[config.mk]
export PLATFORM = sky130hd
export DESIGN_NAME = turbo_rsc_frame_encoder
export DESIGN_NICKNAME = d
export VERILOG_FILES = /design/src/rtl/turbo_rsc_frame_encoder_pkg.sv /design/src/rtl/turbo_rsc_frame_encoder_rsc_step32.sv /design/src/rtl/turbo_rsc_frame_encoder.sv
export SDC_FILE = /design/constraint.sdc
export NUM_CORES = 1
export LEC_CHECK = 0
export BUFFER_PORTS_ARGS = -buffer_cell sky130_fd_sc_hd__buf_2
export CORE_ASPECT_RATIO = 0.8
export CORE_MARGIN = 4
export CORE_UTILIZATION = 55
export DETAILED_ROUTE_END_ITERATION = 8
export PLACE_DENSITY = 0.81
export SLEW_MARGIN = 30
export SYNTH_ARGS = -nofsm -noshare
export SYNTH_HDL_FRONTEND = slang
export SYNTH_SLANG_ARGS = --single-unit
[constraint.sdc]
create_clock -name clk_dp -period 4.5 [get_ports clk_dp]
set_input_delay 0.225 -clock clk_dp [delete_from_list [all_inputs] [get_ports clk_dp]]
set_output_delay 0.225 -clock clk_dp [all_outputs]
set_load 0.01 [all_outputs]
[src/rtl/turbo_rsc_frame_encoder_pkg.sv]
// Shared definitions for the LTE constituent RSC frame encoder (g0=13, g1=15 octal).
// Tap vectors are ordered {a, D, D^2, D^3}; trellis state is packed as {s2, s1, s0}.
package turbo_rsc_frame_encoder_pkg;

  localparam int WORD_W = 64;
  localparam int INFO_W = 32;

  localparam logic [3:0] G0 = 4'b1011;
  localparam logic [3:0] G1 = 4'b1101;

  typedef enum logic [1:0] {
    IDLE  = 2'd0,
    DATA  = 2'd1,
    TAIL  = 2'd2,
    FLUSH = 2'd3
  } enc_state_e;

  // Feedback contribution of the delay line (everything in g0 except the input tap).
  function automatic logic fb_tap(input logic [2:0] s);
    return ^(G0[2:0] & {s[0], s[1], s[2]});
  endfunction

  // Parity contribution of the delay line (everything in g1 except the a tap).
  function automatic logic par_tap(input logic [2:0] s);
    return ^(G1[2:0] & {s[0], s[1], s[2]});
  endfunction

endpackage

[src/rtl/turbo_rsc_frame_encoder_rsc_step32.sv]
// Combinational unroll of 32 RSC trellis steps; bit 0 is encoded first.
// Output word interleaves systematic (even bits) and parity (odd bits).
module turbo_rsc_frame_encoder_rsc_step32
  import turbo_rsc_frame_encoder_pkg::*;
(
  input  logic [2:0]        state_in,
  input  logic [INFO_W-1:0] bits,
  output logic [WORD_W-1:0] word,
  output logic [2:0]        state_out
);

  always_comb begin
    logic [2:0] s;
    logic       a;
    s    = state_in;
    a    = 1'b0;
    word = '0;
    for (int i = 0; i < INFO_W; i++) begin
      a             = bits[i] ^ fb_tap(s);
      word[2*i]     = bits[i];
      word[2*i+1]   = (G1[3] & a) ^ par_tap(s);
      s             = {s[1], s[0], a};
    end
    state_out = s;
  end

endmodule

[src/rtl/turbo_rsc_frame_encoder.sv]
// Frame-level RSC encoder: one 64-bit sys/par word per 32-bit input word, then a
// trellis termination word, written through a single-entry slot into a wren/din/full FIFO.
//
// state | meaning
// IDLE  | waiting for start; slot empty
// DATA  | accepting WORDS input words
// TAIL  | waiting for a free slot to load the termination word
// FLUSH | termination word in slot; frame_done on its write
module turbo_rsc_frame_encoder
  import turbo_rsc_frame_encoder_pkg::*;
#(
  parameter int FRAME_BITS = 6144
) (
  input  logic              clk_dp,
  input  logic              clk_dp_rst_n,
  input  logic              start,
  input  logic [31:0]       info_din,
  input  logic              info_valid,
  output logic              info_ready,
  output logic              enc_fifo_wren,
  output logic [WORD_W-1:0] enc_fifo_din,
  input  logic              enc_fifo_full,
  output logic              busy,
  output logic              frame_done
);

  localparam int              WORDS     = FRAME_BITS / 32;
  localparam int              CNT_W     = (WORDS > 1) ? $clog2(WORDS) : 1;
  localparam logic [CNT_W-1:0] LAST_WORD = CNT_W'(WORDS - 1);

  enc_state_e        state_q, state_d;
  logic [2:0]        trellis_q;
  logic [CNT_W-1:0]  cnt_q;
  logic [WORD_W-1:0] slot_q;
  logic              slot_vld_q;

  logic              slot_free;
  logic              accept;
  logic              clear_frame;
  logic              load_tail;
  logic [WORD_W-1:0] data_word;
  logic [2:0]        data_next;
  logic [WORD_W-1:0] tail_word;
  logic [2:0]        tail_next;

  assign enc_fifo_wren = slot_vld_q & ~enc_fifo_full;
  assign enc_fifo_din  = slot_q;
  // A slot being drained this cycle can be refilled in the same cycle.
  assign slot_free     = ~slot_vld_q | enc_fifo_wren;
  assign info_ready    = (state_q == DATA) & slot_free;
  assign accept        = info_valid & info_ready;
  assign busy          = (state_q != IDLE);
  assign frame_done    = (state_q == FLUSH) & enc_fifo_wren;

  turbo_rsc_frame_encoder_rsc_step32 u_step (
    .state_in  (trellis_q),
    .bits      (info_din),
    .word      (data_word),
    .state_out (data_next)
  );

  // Termination: drive u so the feedback node is zero, three times.
  always_comb begin
    logic [2:0] s;
    logic       u;
    s         = trellis_q;
    u         = 1'b0;
    tail_word = '0;
    for (int k = 0; k < 3; k++) begin
      u              = fb_tap(s);
      tail_word[2*k]   = u;
      tail_word[2*k+1] = par_tap(s);
      s              = {s[1], s[0], 1'b0};
    end
    tail_next = s;
  end

  always_ff @(posedge clk_dp or negedge clk_dp_rst_n) begin
    if (!clk_dp_rst_n) begin
      state_q <= IDLE;
    end else begin
      state_q <= state_d;
    end
  end

  always_comb begin
    state_d     = state_q;
    clear_frame = 1'b0;
    load_tail   = 1'b0;
    unique case (state_q)
      IDLE: begin
        if (start) begin
          state_d     = DATA;
          clear_frame = 1'b1;
        end
      end
      DATA: begin
        if (accept && (cnt_q == LAST_WORD)) begin
          state_d = TAIL;
        end
      end
      TAIL: begin
        if (slot_free) begin
          state_d   = FLUSH;
          load_tail = 1'b1;
        end
      end
      FLUSH: begin
        if (enc_fifo_wren) begin
          state_d = IDLE;
        end
      end
      default: state_d = IDLE;
    endcase
  end

  always_ff @(posedge clk_dp or negedge clk_dp_rst_n) begin
    if (!clk_dp_rst_n) begin
      trellis_q <= 3'b000;
      cnt_q     <= '0;
    end else if (clear_frame) begin
      trellis_q <= 3'b000;
      cnt_q     <= '0;
    end else if (accept) begin
      trellis_q <= data_next;
      if (cnt_q != LAST_WORD) begin
        cnt_q <= cnt_q + 1'b1;
      end
    end else if (load_tail) begin
      trellis_q <= tail_next;
    end
  end

  always_ff @(posedge clk_dp or negedge clk_dp_rst_n) begin
    if (!clk_dp_rst_n) begin
      slot_q     <= '0;
      slot_vld_q <= 1'b0;
    end else if (accept) begin
      slot_q     <= data_word;
      slot_vld_q <= 1'b1;
    end else if (load_tail) begin
      slot_q     <= tail_word;
      slot_vld_q <= 1'b1;
    end else if (enc_fifo_wren) begin
      slot_vld_q <= 1'b0;
    end
  end

endmodule

==> results of run 1 <==
[critical path: cells and delay by family (launching register included)]
family                    cells  cell delay, ns
xor gates and xnor gates      6            2.58
and+or+nand+nor               2            0.45
DFF                           1            0.46
[routing by layer]
| layer | global-route usage (%) | up-vias | wire length (um) |
|---|---|---|---|
| met5 | 0 | - | 0 |
| met4 | 5.47 | 0 | 140 |
| met3 | 6.90 | 14 | 775 |
| met2 | 35.4 | 117 | 5130 |
| met1 | 30.0 | 1734 | 4960 |
| li1 | - | 1755 | - |
[through the flow]
stage / utilization, % / setup slack [ns]
2_1_floorplan: - / 1.21
3_3_place_gp: 64.6 / 1.08
3_5_place_dp: 65.0 / 0.978
4_1_cts: 68.3 / 0.949
5_1_grt: 68.5 / 0.798
6_report: 68.5 / 0.943
[worst max path at each step]
stage,startpoint,to,slack (ns),depth (start not counted)
2_1_floorplan,trellis_q[2],enc_fifo_din[63],1.21,8
3_3_place_gp,info_din[1],enc_fifo_din[63],1.08,9
3_5_place_dp,trellis_q[2],enc_fifo_din[63],0.98,8
4_1_cts,trellis_q[2],enc_fifo_din[63],0.95,8
5_1_grt,trellis_q[2],enc_fifo_din[63],0.80,8
6_report,trellis_q[2],enc_fifo_din[63],0.94,8
[what timing repair did]
item,in CTS,in global routing
setup endpoints to repair,0,0
resized for setup,0,0
hold buffers,0,1
hold endpoints to repair,0,78
[cell families after synthesis]
| group | Yosys count | synth area share (%) |
|---|---|---|
| xor+xnor | 136 | 32.0 |
| mux | 1 | 0.212 |
| simple gates | 148 | 13.4 |
| buf+inv | 34 | 3.12 |
| fa+ha+maj | 6 | 1.59 |
| compound gates | 75 | 8.31 |
| flops | 78 | 41.3 |
[power groups by stage]
stage                     Sequential, W  Clock, W  Combinational [W]
final                          0.000700  0.000701            0.00124
after global routing           0.000700  0.000745            0.00132
after CTS                      0.000700  0.000715            0.00123
after detailed placement       0.000714         0            0.00121
after global placement         0.000714         0            0.00118
after floorplan                0.000714         0            0.00101
[final cells by class]
class / count / area (sq um)
Timing Repair Buffer: 108 / 579
Clock buffer: 10 / 138
Tap cell: 108 / 135
Inverter: 5 / 18.8
Fill cell: 617 / 2570
Sequential cell: 78 / 1950
Clock inverter: 6 / 133
Multi-Input combinational cell: 366 / 2630
[state kept, by name (all words and copies together) (netlist names)]
name	count
enc_fifo_din	64
cnt_q	8
trellis_q	3
state_q	2
slot_vld_q	1
[cell usage in the layout, fill, tap and decap left out, types with 4 or more instances in the layout]
cell,Yosys,final
a21oi_1,8,8
buf_2,2,103
bufinv_16,0,4
clkbuf_8,1,10
dfrtp_1,78,78
ha_1,6,6
inv_1,5,5
nand2_1,78,76
nand3_1,39,39
nor2_1,19,19
o21ai_0,60,60
xnor2_1,91,91
xnor3_1,9,9
xnor3_2,4,4
xnor3_4,4,4
xor2_1,24,24
==> metrics.md, run 1 <==
| Metric | Value |
|---|---|
| Count leader, synth | xnor2_1 |
| Worst vdd ir | 0.000294 V |
| I/O Buffers | 104 |
| Most used cell, CP | xnor3_2 |
| RSZ-0062 raised after global routing | false |
| Routability cong. | 0.867 |
| Critical path endpoint category | flop |
| Reg-to-reg endpoint | enc_fifo_din[63] |
| Initial Util | 57.9% |
| Core Area | 8160 sq um |
| Post-synthesis register bit count | 78 |
| Pint | 0.00179 W |
| Placed cell count | 664 |
| Post-synth EDFFs | 0 |
| TNS Setup | 0 ns |
| Initial antenna violation count | 0 |
| CP Max Fanout | 5 |
| Die height | 90.9 um |
| Comb pwr share | 46.9% |
| Global route overflow | 0 |
| Syn. warnings | 0 |
| Post-route clock period utilization | 79.0% |
| Worst-margin pin slew | 0.734 ns |
| ANT cells | 0 |
| Setup Skew | 0.00527 ns |
| Psw | 0.000846 W |
| WL/cell | 16.2 um |
| Number of vias per cell | 5.32 |
| Clock Sink Count | 78 |
| Sequential share of the synthesized area | 41.3% |
| PD cells | 472 nW/um^2 |
| Reg clk slew, reported paths | 0.08 ns |
| GRT Overall Usage | 22.3% |
| Detailed Route WL | 11000 um |
| Minimum clock period | 3.56 ns |
| First-pass GRT wire length | 18300 um |
| CTS tree | yes |
| Setup violators final | 0 |
| Ratio of cells with drive above 1 in the final layout | 24.3% |
| Via count | 3620 |
| Synth-to-Final Area Change | 18.2% |
| 1st-iter DRT viols | 242 |
| Critical path class | flop to flop |
| Fin Hold WS | 0.0936 ns |
| Row count | 29 |
| WHS Path Cells | 3 |
| Min-Delay Path Class | primary input to flop |
| Vias in the first global route | 3700 |
| Crit-path cells | xnor3_2, xnor3_2, xor3_2, xnor3_1, xnor3_2, xnor3_1, or3_1, nand3_1 |
| Critical-path top delay cell | xnor3_2 |
| Non-filler cells, final | 681 |
| Die Wd | 112 um |
| Io pins | 105 |
| Max_slew headroom | 50.9% |
| Distinct cell type count after synthesis | 35 |
| Cts bufs inserted | 9 |
| Die area | 10200 sq um |
| H-Tree Depth | 3 |
| Synth Net Count | 521 |
| Synth area leaders | dfrtp_1, xnor2_1, o21ai_0 |
| Tot Pwr | 0.00264 W |
| Ys async rst share | 100% |
| Fin. max-slew vios | 0 |
| Peak Freq | 0.281 GHz |
| Critical Path AT | 3.85 ns |
| Top cell type's share of synthesized area | 41.3% |
| Post-DP HPWL | 7850 um |
| WHS Endpoint | enc_fifo_din[38] |
| Post-Syn Area | 4730 sq um |
| Synthesized area per cell | 9.89 sq um |
| # DRC | 0 |
| R2R cell count | 8 |
| Largest net degree at the start of global routing | 79 |
| Status | complete, no violations |
| Max Buffers Root-to-Sink | 2 |
| Flop pwr share | 26.5% |
| Worst r2r src | trellis_q[2] |
| Synth cell count leaders | xnor2_1, dfrtp_1, nand2_1 |
| Sw Share | 32.1% |
| Cell taking the most area after synthesis | dfrtp_1 |
| DP Area | 5310 sq um |
| Reg2reg setup slack | 0.94 ns |
| Synthesized instance count | 478 |
| Initial DRT Pass Iterations | 4 |
| Max-Cap Viols | 0 |
| Clock latency on the worst-skew pair | 0.36 ns |
| Final Cell Area | 5590 sq um |
| WP data required | 4.80 ns |
| Number of hold violations in the final report | 0 |
| Nets | 611 |
| Clock power share | 26.5% |
| Post-DRT Antenna Nets | 0 |
| Root buffer cell | clkbuf_8 |
| Setup Fix Bufs, Post-CTS | 0 |
| Largest stage delay, worst path | 0.50 ns |
| CP Launch Type | flop |
| Most common flop cell mapped by yosys | dfrtp_1 |
| Worst Hold Launch | info_din[19] |
| Static leakage | 2.76 nW |
Note: power is estimated with default switching activity, not from simulation.
==> inputs of run 2 (changes only) <==
Clock period 4.5 ns to 3.5 ns, I/O delays scaled along.
==> metrics.md, run 2 (same netlist as run 1, synthesis figures left out) <==
| Metric | Value |
|---|---|
| Largest stage delay, worst path | 0.59 ns |
| Clock Sink Count | 78 |
| Max_slew headroom | 47.8% |
| Row count | 29 |
| Placed cell count | 672 |
| Largest register FFs | 64 |
| ANT cells | 0 |
| Nets | 619 |
| Global route overflow | 0 |
| Worst-margin pin slew | 0.780 ns |
| Minimum clock period | 3.39 ns |
| Non-filler cells, final | 689 |
| Post-route clock period utilization | 97.0% |
| R2R cell count | 8 |
| WHS Endpoint | enc_fifo_din[60] |
| Largest net degree at the start of global routing | 79 |
| Status | complete, no violations |
| Setup violators final | 0 |
| I/O Buffers | 104 |
| Vias in the first global route | 3800 |
| CP Launch Type | flop |
| Peak Freq | 0.295 GHz |
| Post-DP HPWL | 8300 um |
| 1st-iter DRT viols | 162 |
| Post-DRT Antenna Nets | 0 |
| Ratio of cells with drive above 1 in the final layout | 25.6% |
| # fillers | 649 |
| Critical-path top delay cell | xnor3_4 |
| Min-Delay Path Class | primary input to flop |
| Worst Hold Launch | info_din[30] |
| Leading cell type in the layout, fill and taps excluded | buf_2 |
| H-Tree Depth | 3 |
| Worst vdd ir | 0.000495 V |
| # DRC | 0 |
| Reg2reg setup slack | 0.11 ns |
| Tot Pwr | 0.00316 W |
| Most used cell, CP | xnor3_2 |
| RSZ-0062 raised after global routing | false |
| Routability cong. | 0.852 |
| Crit path max-delay family | XOR/XNOR gates |
| Max-Cap Viols | 0 |
| Via count | 3739 |
| WHS Path Cells | 3 |
| CP Max Fanout | 6 |
| Setup Fix Bufs, Post-CTS | 0 |
| Die area | 10200 sq um |
| Cts bufs inserted | 9 |
| WL/cell | 16.4 um |
| Detailed Route WL | 11300 um |
| Setup Skew | 0.00787 ns |
| Initial Util | 57.9% |
| Number of hold violations in the final report | 0 |
| WP data required | 3.80 ns |
| Reg-to-reg endpoint | enc_fifo_din[63] |
| Core Area | 8160 sq um |
| Critical Path AT | 3.69 ns |
| Commonest cells after routing, fill and taps aside | buf_2, xnor2_1, nand2_1, dfrtp_1, o21ai_0 |
| Worst r2r src | trellis_q[1] |
| Max Buffers Root-to-Sink | 2 |
| Die Wd | 112 um |
| Number of vias per cell | 5.43 |
| PD cells | 570 nW/um^2 |
| CTS tree | yes |
| TNS Setup | 0 ns |
| WP buf/inv | 0 |
| Initial DRT Pass Iterations | 6 |
| Clock latency on the worst-skew pair | 0.36 ns |
| First-pass GRT wire length | 18600 um |
| Root buffer cell | clkbuf_8 |
| Reg clk slew, reported paths | 0.08 ns |
| Fin. max-slew vios | 0 |
| GRT Overall Usage | 22.9% |
| Synth-to-Final Area Change | 17.2% |
| Io pins | 105 |
| Static leakage | 2.75 nW |
| Die height | 90.9 um |
| Initial antenna violation count | 0 |
| Critical path endpoint category | flop |
| Crit-path cells | xnor2_4, xnor3_4, xnor2_2, xnor3_2, xnor3_2, xnor3_1, or3_1, nand3_1 |
| Critical path class | flop to flop |
-- run 2: cell types whose count changed in the layout (fill, tap and decap cells not counted), sizes merged --
cell	change
clkinv	+2
buf	+8
clkbuf	+2
bufinv	-4
-- run 2: per-layer routing --
metal	part of all wire [%]	GRT usage, %
met1	44	29.6
met2	47	36.7
met4	2.6	8.51
met5	0	0
met3	6.6	6.63
-- run 2: cell type report --
class / instances / area (sq um) / area share, %
Multi-Input combinational cell: 366 / 2640 / 47.7
Sequential cell: 78 / 1950 / 35.3
Timing Repair Buffer: 116 / 619 / 11.2
Clock buffer: 12 / 145 / 2.62
Tap cell: 108 / 135 / 2.44
Clock inverter: 4 / 22.5 / 0.407
Inverter: 5 / 18.8 / 0.339
-- run 2: power by group --
part           switching, W  internal (W)  total (W)
clock network      0.000329      0.000274   0.000603
registers                 0      0.000900   0.000900
logic              0.000787      0.000868    0.00165
-- run 2: per-stage QoR --
stage          hold slack [ns]  util, %  instance area, sq um  setup slack [ns]
4_1_cts                 0.0148     67.6                  5520            0.0590
3_5_place_dp             0.409     65.5                  5350           -0.0192
3_3_place_gp             0.382     65.5                  5350             0.173
2_1_floorplan           -0.121        -                  4730             0.208
6_report                0.0480     67.8                  5540             0.106
5_1_grt                 0.0577     67.8                  5540            0.0124
-- run 2: how the worst max path moves through the flow --
stage                 start                to  slack [ns]  cells after the start
3_3_place_gp   trellis_q[0]  enc_fifo_din[63]        0.17                      8
6_report       trellis_q[1]  enc_fifo_din[63]        0.11                      8
5_1_grt        trellis_q[1]  enc_fifo_din[63]        0.01                      8
2_1_floorplan  trellis_q[2]  enc_fifo_din[63]        0.21                      8
4_1_cts        trellis_q[1]  enc_fifo_din[63]        0.06                      8
3_5_place_dp   trellis_q[0]  enc_fifo_din[63]       -0.02                      8
-- run 2: worst min-delay path, delay by kind of cell --
kind                   cells  cell delay, ns
buffers and inverters      1            0.10
AOI/OAI and AO/OA          1            0.06
and+or+nand+nor            1            0.04
-- run 2: repair_timing --
item | in CTS | in global routing
hold buffers | 0 | 1
hold endpoints to repair | 0 | 78
resized for setup | 3 | 1
setup endpoints to repair | 1 | 1
